`config.mk`:
```
export PLATFORM = sky130hd
export DESIGN_NAME = agc_sequencer
export DESIGN_NICKNAME = d
export VERILOG_FILES = /design/src/rtl/agc_sequencer.sv
export SDC_FILE = /design/constraint.sdc
export NUM_CORES = 1
export LEC_CHECK = 0
export ABC_AREA = 1
export BUFFER_PORTS_ARGS = -buffer_cell sky130_fd_sc_hd__clkbuf_2
export CORE_UTILIZATION = 45
export DETAILED_ROUTE_END_ITERATION = 7
export PLACE_DENSITY = 0.66
export SYNTH_ARGS = -nofsm -noshare
export SYNTH_HDL_FRONTEND = slang
export SYNTH_SLANG_ARGS = --single-unit
```
`constraint.sdc`:
```
create_clock -name clk -period 10.4 [get_ports clk]
set_input_delay 1.56 -clock clk [delete_from_list [all_inputs] [get_ports clk]]
set_output_delay 1.56 -clock clk [all_outputs]
set_load 0.02 [all_outputs]
```
`src/rtl/agc_sequencer.sv`:
```
// Round-robin AGC loop: measures outer-level occupancy of three quantized RF
// channels over a sample window and steps each channel's 10-bit PWM gain word.
module agc_sequencer #(
    parameter int WINDOW_LOG2 = 12
) (
    input  logic        clk,
    input  logic        reset,
    input  logic        enable,
    input  logic        sample_en,
    input  logic [1:0]  ch1_s,
    input  logic [1:0]  ch2_s,
    input  logic [1:0]  ch3_s,
    input  logic [7:0]  target_lo,
    input  logic [7:0]  target_hi,
    input  logic [3:0]  step,
    input  logic [15:0] settle,
    input  logic [9:0]  init_gain,
    input  logic [2:0]  load,
    output logic [9:0]  gain_ch1,
    output logic [9:0]  gain_ch2,
    output logic [9:0]  gain_ch3,
    output logic [1:0]  ch_sel,
    output logic [7:0]  last_level,
    output logic        update,
    output logic        busy
);

    typedef enum logic [1:0] {
        IDLE,
        SETTLE,
        COUNT,
        UPDATE
    } state_t;

    state_t                 state_q;
    state_t                 state_d;
    logic [15:0]            settle_cnt_q;
    logic [WINDOW_LOG2-1:0] sample_cnt_q;
    logic [WINDOW_LOG2:0]   hit_cnt_q;
    logic [WINDOW_LOG2:0]   hit_cnt_inc;
    logic [WINDOW_LOG2:0]   level_shift;
    logic [9:0]             gain_q [3];

    logic                   sel_flag;
    logic                   window_done;
    logic [7:0]             level;
    logic [9:0]             gain_cur;
    logic [10:0]            gain_up;
    logic [10:0]            gain_dn;
    logic [9:0]             gain_new;
    logic                   band_ok;

    // The sign bits carry no occupancy information; only the magnitude flag is measured.
    logic unused_sign_bits;
    assign unused_sign_bits = ch1_s[1] ^ ch2_s[1] ^ ch3_s[1];

    assign gain_ch1 = gain_q[0];
    assign gain_ch2 = gain_q[1];
    assign gain_ch3 = gain_q[2];

    // Channel mux for the magnitude flag and the gain word under measurement.
    // NOTE: every always_comb output gets a default first so no path can infer a latch.
    always_comb begin
        sel_flag = ch1_s[0];
        gain_cur = gain_q[0];
        case (ch_sel)
            2'd1: begin
                sel_flag = ch2_s[0];
                gain_cur = gain_q[1];
            end
            2'd2: begin
                sel_flag = ch3_s[0];
                gain_cur = gain_q[2];
            end
            default: begin
                sel_flag = ch1_s[0];
                gain_cur = gain_q[0];
            end
        endcase
    end

    assign hit_cnt_inc = hit_cnt_q + {{WINDOW_LOG2{1'b0}}, sel_flag};
    assign window_done = sample_en && (sample_cnt_q == '1);

    // The decision is taken on the edge that counts the last sample, so the
    // level is derived from the hit count including that sample.
    assign level_shift = hit_cnt_inc >> (WINDOW_LOG2 - 8);
    assign level       = (|level_shift[WINDOW_LOG2:8]) ? 8'hFF : level_shift[7:0];

    assign gain_up = {1'b0, gain_cur} + {7'd0, step};
    assign gain_dn = {1'b0, gain_cur} - {7'd0, step};
    assign band_ok = (target_lo <= target_hi);

    always_comb begin
        gain_new = gain_cur;
        if (band_ok) begin
            if (level > target_hi) begin
                gain_new = gain_dn[10] ? 10'd0 : gain_dn[9:0];
            end else if (level < target_lo) begin
                gain_new = gain_up[10] ? 10'h3FF : gain_up[9:0];
            end
        end
    end

    always_comb begin
        state_d = state_q;
        case (state_q)
            IDLE:    if (enable) state_d = SETTLE;
            SETTLE:  if (settle_cnt_q == settle) state_d = COUNT;
            COUNT:   if (window_done) state_d = UPDATE;
            UPDATE:  state_d = SETTLE;
            default: state_d = IDLE;
        endcase
        if (!enable) begin
            state_d = IDLE;
        end
    end

    // NOTE: sequential state uses non-blocking assignments so every register
    // samples pre-edge values regardless of statement order.
    always_ff @(posedge clk or posedge reset) begin
        if (reset) begin
            state_q <= IDLE;
        end else begin
            state_q <= state_d;
        end
    end

    always_ff @(posedge clk or posedge reset) begin
        if (reset) begin
            settle_cnt_q <= '0;
            sample_cnt_q <= '0;
            hit_cnt_q    <= '0;
            ch_sel       <= 2'd0;
            last_level   <= 8'd0;
            update       <= 1'b0;
            busy         <= 1'b0;
            // NOTE: the gain words are three plain flops, not a RAM, so resetting
            // the whole array is cheap and gives a defined power-up gain.
            for (int i = 0; i < 3; i++) begin
                gain_q[i] <= 10'd512;
            end
        end else begin
            update <= 1'b0;
            busy   <= (state_d != IDLE);

            if (state_d == IDLE) begin
                settle_cnt_q <= '0;
                sample_cnt_q <= '0;
                hit_cnt_q    <= '0;
                ch_sel       <= 2'd0;
            end else begin
                case (state_q)
                    IDLE: begin
                        settle_cnt_q <= '0;
                        sample_cnt_q <= '0;
                        hit_cnt_q    <= '0;
                        ch_sel       <= 2'd0;
                    end
                    SETTLE: begin
                        settle_cnt_q <= (state_d == COUNT) ? 16'd0 : settle_cnt_q + 16'd1;
                    end
                    COUNT: begin
                        if (state_d == UPDATE) begin
                            sample_cnt_q <= '0;
                            hit_cnt_q    <= '0;
                            update       <= 1'b1;
                            last_level   <= level;
                            for (int i = 0; i < 3; i++) begin
                                if (ch_sel == 2'(i)) gain_q[i] <= gain_new;
                            end
                        end else if (sample_en) begin
                            sample_cnt_q <= sample_cnt_q + 1'b1;
                            hit_cnt_q    <= hit_cnt_inc;
                        end
                    end
                    UPDATE: begin
                        settle_cnt_q <= '0;
                        ch_sel       <= (ch_sel == 2'd2) ? 2'd0 : ch_sel + 2'd1;
                    end
                    default: begin
                        settle_cnt_q <= '0;
                    end
                endcase
            end

            // A CPU load overrides any gain decision made on the same edge.
            for (int i = 0; i < 3; i++) begin
                if (load[i]) gain_q[i] <= init_gain;
            end
        end
    end

endmodule

```
==> metrics list, run 1 <==
* Number of instances resized during post-cts repair: 0
- TritonCTS clock tree: built
- Flop pwr share: 31.0%
- The path with the worst hold slack has its endpoint at last_level[5].
- In this run the cell area of the synthesized design comes to 6485 µm².
- Critical path peak fanout: 11
- Synth warn: 0
- After the last flow step, the layout net total stands at 1079.
- Number of hold buffers added after CTS: 0
- EDFF count, synth: 0
- PnR Total Power: 1.279 mW
- Ant diodes: 0
- The hold violation total from the final report came to 0.
- Max-cap violations in this run came to 0.
- In this run the number of H-tree levels came out at 3.
- The number of global-route vias before repair is 5612.
- Synthesized net count: 988
- Entering global routing, the biggest net connects 60 pins.
* Proportion of synthesized chip area in sequential cells: 32.86%
- Predominant post-synthesis flop cell: dfrtp_1
- In this run the critical register-to-register path is captured at gain_ch2[6].
* Number of rows in the core area: 43
- Largest delay share family, worst path: simple AND/OR/NAND/NOR gates
* Wirelength per Cell: 14.04 µm
- Across the routed clock network, the largest skew measured is 0.007965 ns.
- Initial antenna violation count: 0
- The clock passes through at most 2 buffers.
* Start of the worst register-to-register path: ch_sel[1]
* Largest family of logic cells by synthesized area: simple AND/OR/NAND/NOR gates
- Headroom to the max-slew limit: 39.82%
- Share of flip-flops with an asynchronous set or reset: 100.0%
* Startpoint of the worst hold path: last_level[5]
* Count of buffer and inverter cells on the critical path: 6
* Routed vias: 5978
* Number of iterations in the first detailed-routing pass: 5
* CP max stage cell: or2_2
* Power density relative to cell area: 172.9 nW/µm²
- Final-layout setup total negative slack: 0 ns
- The detail route stage leaves a number of antenna-violating nets equal to 0.
- Synthesized-area fraction occupied by adder cells: 9.300%
- Max Clock Freq: 187.4 MHz
- Final critical-path setup slack: 5.063 ns
- On the worst path, the slowest cell contributes a delay of 0.37 ns.
- P_sw: 0.5397 mW
- The flow ran to the end, and the final reports show no timing, DRC or antenna violations.
- Worst slack on hold paths: 0.4945 ns
- In the synthesized netlist, the number of instances is 882.
* Synthesized-area fraction occupied by ao, oa, aoi and oai cells: 10.26%
* Total gr overflow: 0
* Type of destination of the critical path: flop
- From synthesis to final layout, the design area changed by 14.10%.
- Setup repair after global routing left no endpoint under its margin.
- The clock network burns 26.9% of the power.
- The worst hold path belongs to the class reg -> reg.
* Clk_lat worst skew: 0.35 ns
- Combinational cells account for 42.1% of the total power.
- Gpl congestion: 0.8136
- Worst-case vdd ir drop: 0.1075 mV
- Data required time at the worst endpoint: 10.69 ns
- The wire-length estimate of the detail-placed layout is 11790 µm.
* Synthesized area per cell: 7.353 µm²
* Post-DR vias/cell: 5.162
- Leakage power summed over all cells: 3.732 nW
- Setup Viol. Count Final: 0
* Starting density of the core: 46.36%
- Distinct cells, synth: 47
- Final Routed Wirelength: 16250 µm
- Total global routing track utilization: 23.27%
- Of the available clock period, the critical path in the final layout requires 51.32%.
- Post-Synth XOR/XNOR Area: 6.888%
- Setup slack on the worst flop-to-flop path: 5.23 ns
- After clock tree synthesis, the setup repair step added 0 buffers.
* Instance count along the most critical hold path: 2
- Number of DRC violations after detailed routing: 0
- Of the total power, the share spent switching nets is 42.20%.
- At the worst endpoint, the arrival time is 5.63 ns.
- Clock root buffer: clkbuf_16
- Clock buffers created by TritonCTS: 9
- Total clock sinks: 85
* Vert. Die Dim: 122.0 µm
* Cell internal power dissipation: 0.7394 mW
- Port buffering added 97 buffers.
- Number of design-rule violations left by the first detailed-router iteration: 347
* Core Box Area: 13990 µm²
- Layout cell share with drive strength beyond 1: 16.16%
- The die is 122.0 µm wide.
* Critical path type: in -> reg
- Final max-slew violation count: 0
* Worst slack, placed: 4.786 ns
* Die area: 14900 µm²
* Synth Register Bits: 85
- Worst-Margin Slew: 0.9008 ns
* Post-Synth Simple-Gate Area: 33.46%
- During I/O placement, the number of pins put on the boundary was 101.
* Type of element launching the critical path: primary input
- Clock period minus final worst setup slack: 5.337 ns
- For the worst flop-to-flop path, the logic depth is 28.
* First-pass GRT wire length: 26990 µm
* Clock transition at the registers of the reported paths: 0.07 ns
- Of the post-synthesis cell area, the part taken by muxes is 0%.
* Most frequent cell on the critical path: nand2_1
## synth_stat cells (8+ instances only)
cell type  number  share of area [%]
a21boi_0       30                3.5
a21oi_1        27                2.1
clkbuf_1        8               0.46
dfrtp_1        82                 32
ha_1           45                8.7
inv_1          83                4.8
nand2_1       270                 16
nand3_1        91                7.0
nand4_1        11                1.1
nor2_1         57                3.3
nor3_1         11               0.85
o21ai_0        24                1.9
o21ai_1         8               0.62
xnor2_1        23                3.1
xor2_1         28                3.8
## cells in the final DEF, fill, tap and decap left out, types with 9 or more instances in the layout
cell       count
nand2_1      270
xor2_1        28
dfrtp_1       82
ha_1          45
a21oi_1       27
nor3_1        11
clkbuf_2      97
nand4_1       11
a21boi_0      30
inv_1         82
xnor2_1       23
clkbuf_16      9
o21ai_0       24
nor2_1        57
nand3_1       91
## cell type report
cell class	count	area, µm²
clock inverters	4	55.05
multi-input cells	688	3885
repair buffers	101	515.5
well taps	180	225.2
flip-flops and latches	85	2131
fillers	1404	6589
clock buffers	12	256.5
inverters	88	331.6
## stage by stage
stage          utilization (%)  std cells  area [µm²]
5_1_grt                  52.90       1158        7400
6_report                 52.90       1158        7400
3_5_place_dp             50.67       1142        7088
4_1_cts                  52.90       1158        7400
3_3_place_gp             50.67       1142        7088
2_1_floorplan                -        882        6485
## per-layer routing
metal,routed length [µm],global-route usage [%],vias to the layer above
li1,-,-,3058
met4,447,9.877,0
met1,7612,30.18,2740
met3,665,3.792,30
met2,7529,38.17,150
met5,0,0,-
## kinds of logic (layout without fill, tap and decap cells)
group / Yosys count / count (layout)
buffers and inverters: 109 / 205
adders and majority gates: 47 / 47
xor gates and xnor gates: 51 / 51
DFF: 85 / 85
and+or+nand+nor: 482 / 482
AOI/OAI and AO/OA: 108 / 108
## worst max path at each step
stage	start	to	cells after the start
floorplan	ch3_s[0]	gain_ch1[7]	23
global placement	ch3_s[0]	gain_ch2[6]	27
detailed placement	ch3_s[0]	gain_ch2[3]	27
CTS	ch3_s[0]	gain_ch2[3]	27
global route	ch3_s[0]	gain_ch2[3]	27
finish	ch3_s[0]	gain_ch2[6]	27
## flip-flops by register name (all words and copies together) (netlist names)
signal / cells
settle_cnt_q: 16
update: 1
ch_sel: 2
gain_ch3: 10
busy: 1
gain_ch2: 10
sample_cnt_q: 12
gain_ch1: 10
state_q: 2
last_level: 8
hit_cnt_q: 13
## power groups by stage
stage,logic (mW),registers (mW),clock network [mW]
after global routing,0.605,0.402,0.362
after floorplan,0.392,0.433,0
after global placement,0.535,0.402,0
after detailed placement,0.540,0.403,0
final,0.539,0.396,0.344
after CTS,0.543,0.397,0.347
## worst reg2reg max path, delay by kind of cell (launching register included)
kind / cells / cell delay (ns)
adder cells (fa/ha/maj): 4 / 1.23
buffers and inverters: 6 / 0.72
flip-flops: 1 / 0.42
AO/OA/AOI/OAI: 4 / 0.44
AND/OR/NAND/NOR: 14 / 2.30
(Power assumes the default switching activity.)
==> run 2, diff against run 1 <==
ABC_AREA = 0   (was 1)
clock period = 5.6 ns   (was 10.4 ns; I/O delays follow)
==> run 2 against run 1 <==
Core utilization is 1.1 points higher. First-iteration DRC count is 7.8% higher. Worst setup slack worse by 4.5 ns. Sequential power is 83% higher. Cell count is 12% lower. Register-to-register slack worse by 4.7 ns. Area after synthesis is 2.5% lower. Largest cell class unchanged.
==> metrics list, run 2 <==
* Outcome: complete, no violations
- The critical path contains buffers and inverters numbering 3 combined.
* Area Growth Syn to Fin: 15.02%
- TritonCTS clock tree: built
- Dividing the final minimum period by the clock period gives 90.60%.
- The hold violation total from the final report came to 0.
* Type of destination of the critical path: flop
- RSZ-0062 raised after global routing: false
* Synthesized area per cell: 8.328 µm²
- Fill cells: 1304
* Number of design-rule violations left by the first detailed-router iteration: 374
- Vias in the first global route: 5758
- Of the post-synthesis cell area, the dominant cell type holds 32.46%.
* Synthesized net count: 865
- Synthesis inferred 85 register bits.
- Final Routed Wirelength: 17570 µm
- The first detailed-routing pass took 5 iterations.
- STA classifies the critical path startpoint as a flop.
- The most common cell in the synthesized netlist is dfrtp_1.
- Initial antenna violation count: 0
- Gpl congestion: 0.9059
- Number of instances resized during post-cts repair: 0
- Sorting the synthesized cells by area gives the leading types as dfrtp_1 (32%), ha_1 (8.9%), nor2_1 (4.7%), nand2_1 (4.5%), a21oi_1 (3.9%).
- PnR Total Power: 2.091 mW
* Synth warn: 0
- Global routing consumed, on the met2 layer, 41.09% of the routing resources.
- Clock skew: 0.007120 ns
* Worst-case vdd ir drop: 0.1444 mV
* EDFF count, synth: 0
* Clock buffers created by TritonCTS: 9
- The die covers 14530 µm².
* Net count, final: 949
- In this run, distinct cell masters in the synthesized netlist total 73.
* CP max stage cell: o41ai_1
- Number of flip-flops in the largest register: 16
- Headroom to the max-slew limit: 35.67%
* Maximum cell stage delay along the critical path: 0.58 ns
- In this run the remaining antenna-violating nets after routing total 0.
- Static timing analysis puts the maximum clock frequency at 197.1 MHz.
* Proportion of synthesized chip area in sequential cells: 33.71%
* Final max-slew violation count: 0
- Post-DR vias/cell: 5.803
- Data arrives at the worst endpoint at 5.29 ns.
- The initialized floorplan defines 42 standard-cell rows.
* Clock transition at the registers of the reported paths: 0.07 ns
- Data required time at the worst endpoint: 5.82 ns
- Leakage power summed over all cells: 3.336 nW
* Met1 global-route usage: 33.79%
- Ranked by flip-flop count, first place goes to settle_cnt_q.
- Layout cell share with drive strength beyond 1: 17.45%
- Total gr overflow: 0
* Worst-Margin Slew: 0.9650 ns
- In this run the worst path has a maximum fanout of 12.
* Ordered list of cells on the worst path: inv_1 -> ha_1 -> nor2_1 -> a21oi_1 -> ha_1 -> ha_1 -> nand3_1 -> or2_2 -> nor2_1 -> xnor2_1 -> buf_4 -> nand2_1 -> ha_1 -> a21o_1 -> a22oi_1 -> o211ai_1 -> nand2_1 -> nand2_1 -> o41ai_1 -> buf_4 -> o21ai_0
- Num ports: 101
- Number of DRC violations after detailed routing: 0
* Total global routing track utilization: 25.15%
- The initial utilization of the core area, before any placement, comes to 46.99%.
- Detailed routing inserted a total of 5942 vias.
* Power density relative to cell area: 287.6 nW/µm²
- Clock latency on the worst-skew pair, taken at its later pin, is 0.34 ns.
- After clock tree synthesis, the setup repair step added 0 buffers.
* Total clock sinks: 85
* Hold Crit Class: reg -> reg
- Setup Viol. Count Final: 0
* Level count of the clock H-tree: 3
- Buffers inserted to repair hold after CTS numbered 0.
- Clock period minus final worst setup slack: 5.074 ns
- Placed wire-length estimate: 13210 µm
- For this run, global-route usage on met3 was measured as 4.151%.
- Final-layout setup total negative slack: 0 ns
- After floorplanning, the core was sized to cover 13450 µm².
- Predominant post-synthesis flop cell: dfrtp_1
- Most Used Layer, Global Route: met2
- The worst setup path is of the reg -> reg kind.
* Buffers from clock root to sink, at most: 2
- Cell count after synthesis: 759
* Most frequent standard cell in the layout excluding fill and tap cells: clkbuf_2
* Ant diodes: 0
- In this run the cell area of the synthesized design comes to 6321 µm².
- Buffers placed on the I/O ports in this run total 97.
- In this design, the critical path's most frequently occurring cell is ha_1.
* Clock root buffer: clkbuf_16
- Measured along the y axis, the die boundary spans 120.5 µm.
- Registers with the highest flip-flop counts: settle_cnt_q: 16 flops, hit_cnt_q: 13 flops, sample_cnt_q: 12 flops
* Width of the die: 120.5 µm
* Maximum number of pins on one net before global-route repair: 47
* Share of flip-flops with an asynchronous set or reset: 100.0%
- In the synthesized netlist, the cells that appear most often are dfrtp_1 (82), nor2_1 (79), nand2_1 (75).
* Wirelength per Cell: 17.16 µm
- Max_cap viols: 0
* Commonest cells after routing, fill and taps aside: clkbuf_2 (97), dfrtp_1 (82), nor2_1 (79), nand2_1 (75), a21oi_1 (49)
- The largest total area in the synthesized netlist belongs to dfrtp_1.
* First-pass GRT wire length: 28700 µm
* Largest delay share family, worst path: simple AND/OR/NAND/NOR gates
-- run 2: cell count changes after synthesis, sizes merged, moves of 10 or more --
cell | previous run | this run
inv | 87 | 33
nand2 | 279 | 75
nand3 | 96 | 34
o21ai | 34 | 74
nor2 | 66 | 81
nand2b | 0 | 22
a21oi | 28 | 50
xor2 | 28 | 11
a22oi | 0 | 13
nor2b | 0 | 10
a21o | 0 | 11
a21boi | 30 | 1
-- run 2: cell type report --
type	count	area [µm²]	area share [%]
Clock inverter	5	82.58	1.136
Tap cell	176	220.2	3.029
Multi-Input combinational cell	610	3921	53.93
Clock buffer	11	252.7	3.476
Inverter	33	125.1	1.721
Timing Repair Buffer	104	538.0	7.400
Sequential cell	85	2131	29.31
-- run 2: power by group --
group          internal [mW]  switching (mW)  leakage (nW)  total, mW
Sequential             0.673          0.0524          1.12      0.725
Combinational          0.241           0.454          2.05      0.695
Clock                  0.416           0.255         0.166      0.671
Total                   1.33           0.762          3.34       2.09
-- run 2: worst paths after layout --
kind                                  start                to  slack, ns  cells past startpoint
setup reg to reg                  ch_sel[0]       gain_ch3[1]       0.53                     21
hold / removal             sample_cnt_q[10]  sample_cnt_q[10]       0.50                      1
hold reg to reg            sample_cnt_q[10]  sample_cnt_q[10]       0.50                      1
min in group asynchronous             reset   settle_cnt_q[3]       0.57                      2
setup / recovery                  ch_sel[0]       gain_ch3[1]       0.53                     21
max in group asynchronous             reset      hit_cnt_q[3]       3.97                      3
-- run 2: cell families (layout without fill, tap and decap cells) --
family / Yosys count / in the layout / synth area share [%]
xor gates and xnor gates: 32 / 32 / 4.434
and+or+nand+nor: 308 / 308 / 24.72
adders and majority gates: 47 / 47 / 9.541
DFF: 85 / 85 / 33.71
muxes: 10 / 10 / 1.682
AOI/OAI and AO/OA: 213 / 213 / 21.66
buffers and inverters: 64 / 153 / 4.256
-- run 2: worst register-to-register path: stages, from the launching register on --
cell	delay, ns
dfrtp_1	0.45
inv_1	0.12
ha_1	0.33
nor2_1	0.06
a21oi_1	0.12
ha_1	0.18
ha_1	0.21
nand3_1	0.15
or2_2	0.36
nor2_1	0.12
xnor2_1	0.21
buf_4	0.24
nand2_1	0.11
ha_1	0.31
a21o_1	0.20
a22oi_1	0.19
o211ai_1	0.14
nand2_1	0.36
nand2_1	0.21
o41ai_1	0.58
buf_4	0.22
o21ai_0	0.08
-- run 2: stage by stage --
stage / std cells / hold WS (ns) / area [µm²] / worst slack (ns) / util, %
floorplan: 759 / 0.4623 / 6321 / 0.4157 / -
global placement: 1008 / 0.4812 / 6935 / 0.5127 / 51.55
detailed placement: 1008 / 0.4843 / 6935 / 0.4583 / 51.55
CTS: 1024 / 0.4987 / 7271 / 0.5568 / 54.05
global route: 1024 / 0.5407 / 7271 / 0.2019 / 54.05
finish: 1024 / 0.4996 / 7271 / 0.5262 / 54.05
-- run 2: layer usage --
metal  share of wire, %  up-vias
met1                 47     2868
li1                   -     2898
met2                 47      151
met4                2.0        0
met5                  0        -
met3                4.3       25
==> run 3, diff against run 2 <==
clock period = 6.6 ns   (was 5.6 ns; I/O delays follow)
==> run 3 against run 2 <==
Die area unchanged. Clock skew up 0.0022 ns. Clock-buffer cell count unchanged. Combinational power down 16%. Worst setup slack better by 0.75 ns. Hold slack better by 0.0080 ns. Global-route usage down 0.33 points. Sequential share of layout area up 0.16 points. Power down 18%. Non-clock buffer count down 1. Cell area down 0.55%.
==> metrics list, run 3 (synthesis results as in run 2) <==
- The flow ran to the end, and the final reports show no timing, DRC or antenna violations.
* Number of hold buffers added after CTS: 0
* Leakage power summed over all cells: 3.310 nW
- STA puts the critical path data required time at 6.81 ns.
- The detailed router put a total of 7954 µm of wire on met1.
* First-pass GRT wire length: 28230 µm
* Total gr overflow: 0
- After the first detailed-routing iteration, the DRC count stood at 396.
- Number of DRC violations after detailed routing: 0
- Data arrives at the worst endpoint at 5.54 ns.
* Total global routing track utilization: 24.82%
- Final max-slew violation count: 0
- In the routed layout, each cell is associated on average with a via count of 5.884.
* RSZ-0062 raised after global routing: false
* Layout cell share with drive strength beyond 1: 17.24%
- From left edge to right edge, the die measures 120.5 µm.
* Placed wire-length estimate: 12920 µm
- Area Growth Syn to Fin: 14.39%
- Counting every sink on the clock net gives 85.
- IR analysis of the VDD net gives a maximum drop of 0.1474 mV.
* Number of flip-flops in the largest register: 16
* Routed met2 length: 8328 µm
* Final-layout setup total negative slack: 0 ns
- Across the run, the number of max-cap violations was 0.
* Fill cells: 1314
* Reg with most FFs: settle_cnt_q
* Number of iterations in the first detailed-routing pass: 5
- Registers with the highest flip-flop counts: settle_cnt_q: 16 flops, hit_cnt_q: 13 flops, sample_cnt_q: 12 flops
- Uppermost signal routing layer after detailed routing: met4
- Entering global routing, the biggest net connects 86 pins.
- The number of clock buffers added by TritonCTS is 9.
* Type of element launching the critical path: flop
- Starting density of the core: 46.99%
- In this run the number of H-tree levels came out at 3.
- In this run the power density over the cells is 238.2 nW/µm².
- Max Clock Freq: 187.7 MHz
- Leaving out fill and tap cells, the most frequent cell in the layout is clkbuf_2.
- Input and output buffers added on the ports amount to 97.
* Net count, final: 948
- Critical path type: reg -> reg
- Post-CTS repair timing setup buffer count: 0
- Final Routed Wirelength: 17340 µm
- Routability-driven placement finished with a final weighted congestion of 0.9207.
- Clock period minus final worst setup slack: 5.328 ns
* Final Hold Vio Count: 0
- Summing internal, switching and leakage power gives 1.722 mW.
* Final clock period utilization by the worst path: 80.73%
- Pin placement for this block handled 101 I/O pins.
* Ant diodes: 0
- Type of destination of the critical path: flop
* WL met3: 829 µm
- In the layout the commonest cells are clkbuf_2 (97), dfrtp_1 (82), nor2_1 (79), nand2_1 (75), a21oi_1 (49).
- Headroom to the max-slew limit: 26.83%
- Die area: 14530 µm²
- Post-route ant nets: 0
* Worst-Margin Slew: 1.098 ns
* Setup Viol. Count Final: 0
* Hold Crit Class: reg -> reg
* TritonCTS clock tree: built
* Wirelength per Cell: 16.95 µm
- In this run, post-CTS repair resized a total of 0 instances.
* Critical path peak fanout: 13
* Setup slack on the worst flop-to-flop path: 1.27 ns
* Clock skew: 0.009295 ns
* Buffers from clock root to sink, at most: 2
* Number of rows in the core area: 42
- The number of global-route vias before repair came to 5737.
- Clock root buffer: clkbuf_16
* Core Box Area: 13450 µm²
- Vert. Die Dim: 120.5 µm
* Clk_lat worst skew: 0.36 ns
- Clock transition at the registers of the reported paths: 0.06 ns
- For this block, the via count after detailed routing is 6019.
* Initial antenna violation count: 0
[run 3: cell types whose count changed in the layout (fill, tap and decap cells not counted)]
cell,delta
buf_4,-1
bufinv_16,-1
clkbuf_1,+1
clkbuf_8,-1
clkinvlp_4,+1
[run 3: area by class of cell]
class	instances	area (µm²)	share of cell area, %
multi-input cells	610	3921	54.23
repair buffers	103	530.5	7.337
inverters	33	125.1	1.730
clock buffers	11	242.7	3.357
clock inverters	5	60.06	0.8306
well taps	176	220.2	3.046
flip-flops and latches	85	2131	29.47
[run 3: critical path: stages, from the launching register on]
cell      delay, ns
dfrtp_1        0.41
inv_1          0.10
ha_1           0.34
nor2_1         0.06
a21oi_1        0.12
ha_1           0.18
ha_1           0.20
nand3_1        0.15
or2_2          0.36
nor2_1         0.13
xnor2_1        0.16
buf_4          0.22
nand2_1        0.11
ha_1           0.34
nand4_1        0.12
a311o_1        0.32
a41o_1         0.21
o21ai_2        0.45
nor3_1         0.14
mux2_1         0.33
a211oi_1       0.52
o21ai_0        0.20
[run 3: metrics by stage]
| step | cell area [µm²] | instances | worst slack, ns | util [%] | hold WS [ns] |
|---|---|---|---|---|---|
| after CTS | 7231 | 1023 | 1.251 | 53.75 | 0.5100 |
| after global placement | 6928 | 1007 | 0.9940 | 51.50 | 0.4831 |
| final | 7231 | 1023 | 1.272 | 53.75 | 0.5076 |
| after detailed placement | 6928 | 1007 | 0.9245 | 51.50 | 0.4976 |
| after floorplan | 6321 | 759 | 1.416 | - | 0.4623 |
| after global routing | 7231 | 1023 | 0.8996 | 53.75 | 0.5308 |
[run 3: final timing paths]
check                            startpoint               end  depth (start not counted)
setup / recovery                  ch_sel[0]       gain_ch1[8]                         21
setup reg to reg                  ch_sel[0]       gain_ch1[8]                         21
min in group asynchronous             reset   sample_cnt_q[8]                          3
hold / removal             sample_cnt_q[10]  sample_cnt_q[10]                          1
max in group asynchronous             reset     hit_cnt_q[10]                          3
hold reg to reg            sample_cnt_q[10]  sample_cnt_q[10]                          1
[run 3: per-layer routing]
layer	vias to the layer above	global-route usage, %
li1	2903	-
met1	2933	33.41
met2	166	40.55
met3	17	4.387
met4	0	7.639
met5	-	0
[run 3: power breakdown]
part	total (mW)	switching, mW	internal, mW
Combinational	0.586	0.384	0.202
Sequential	0.615	0.0437	0.571
Clock	0.522	0.218	0.304
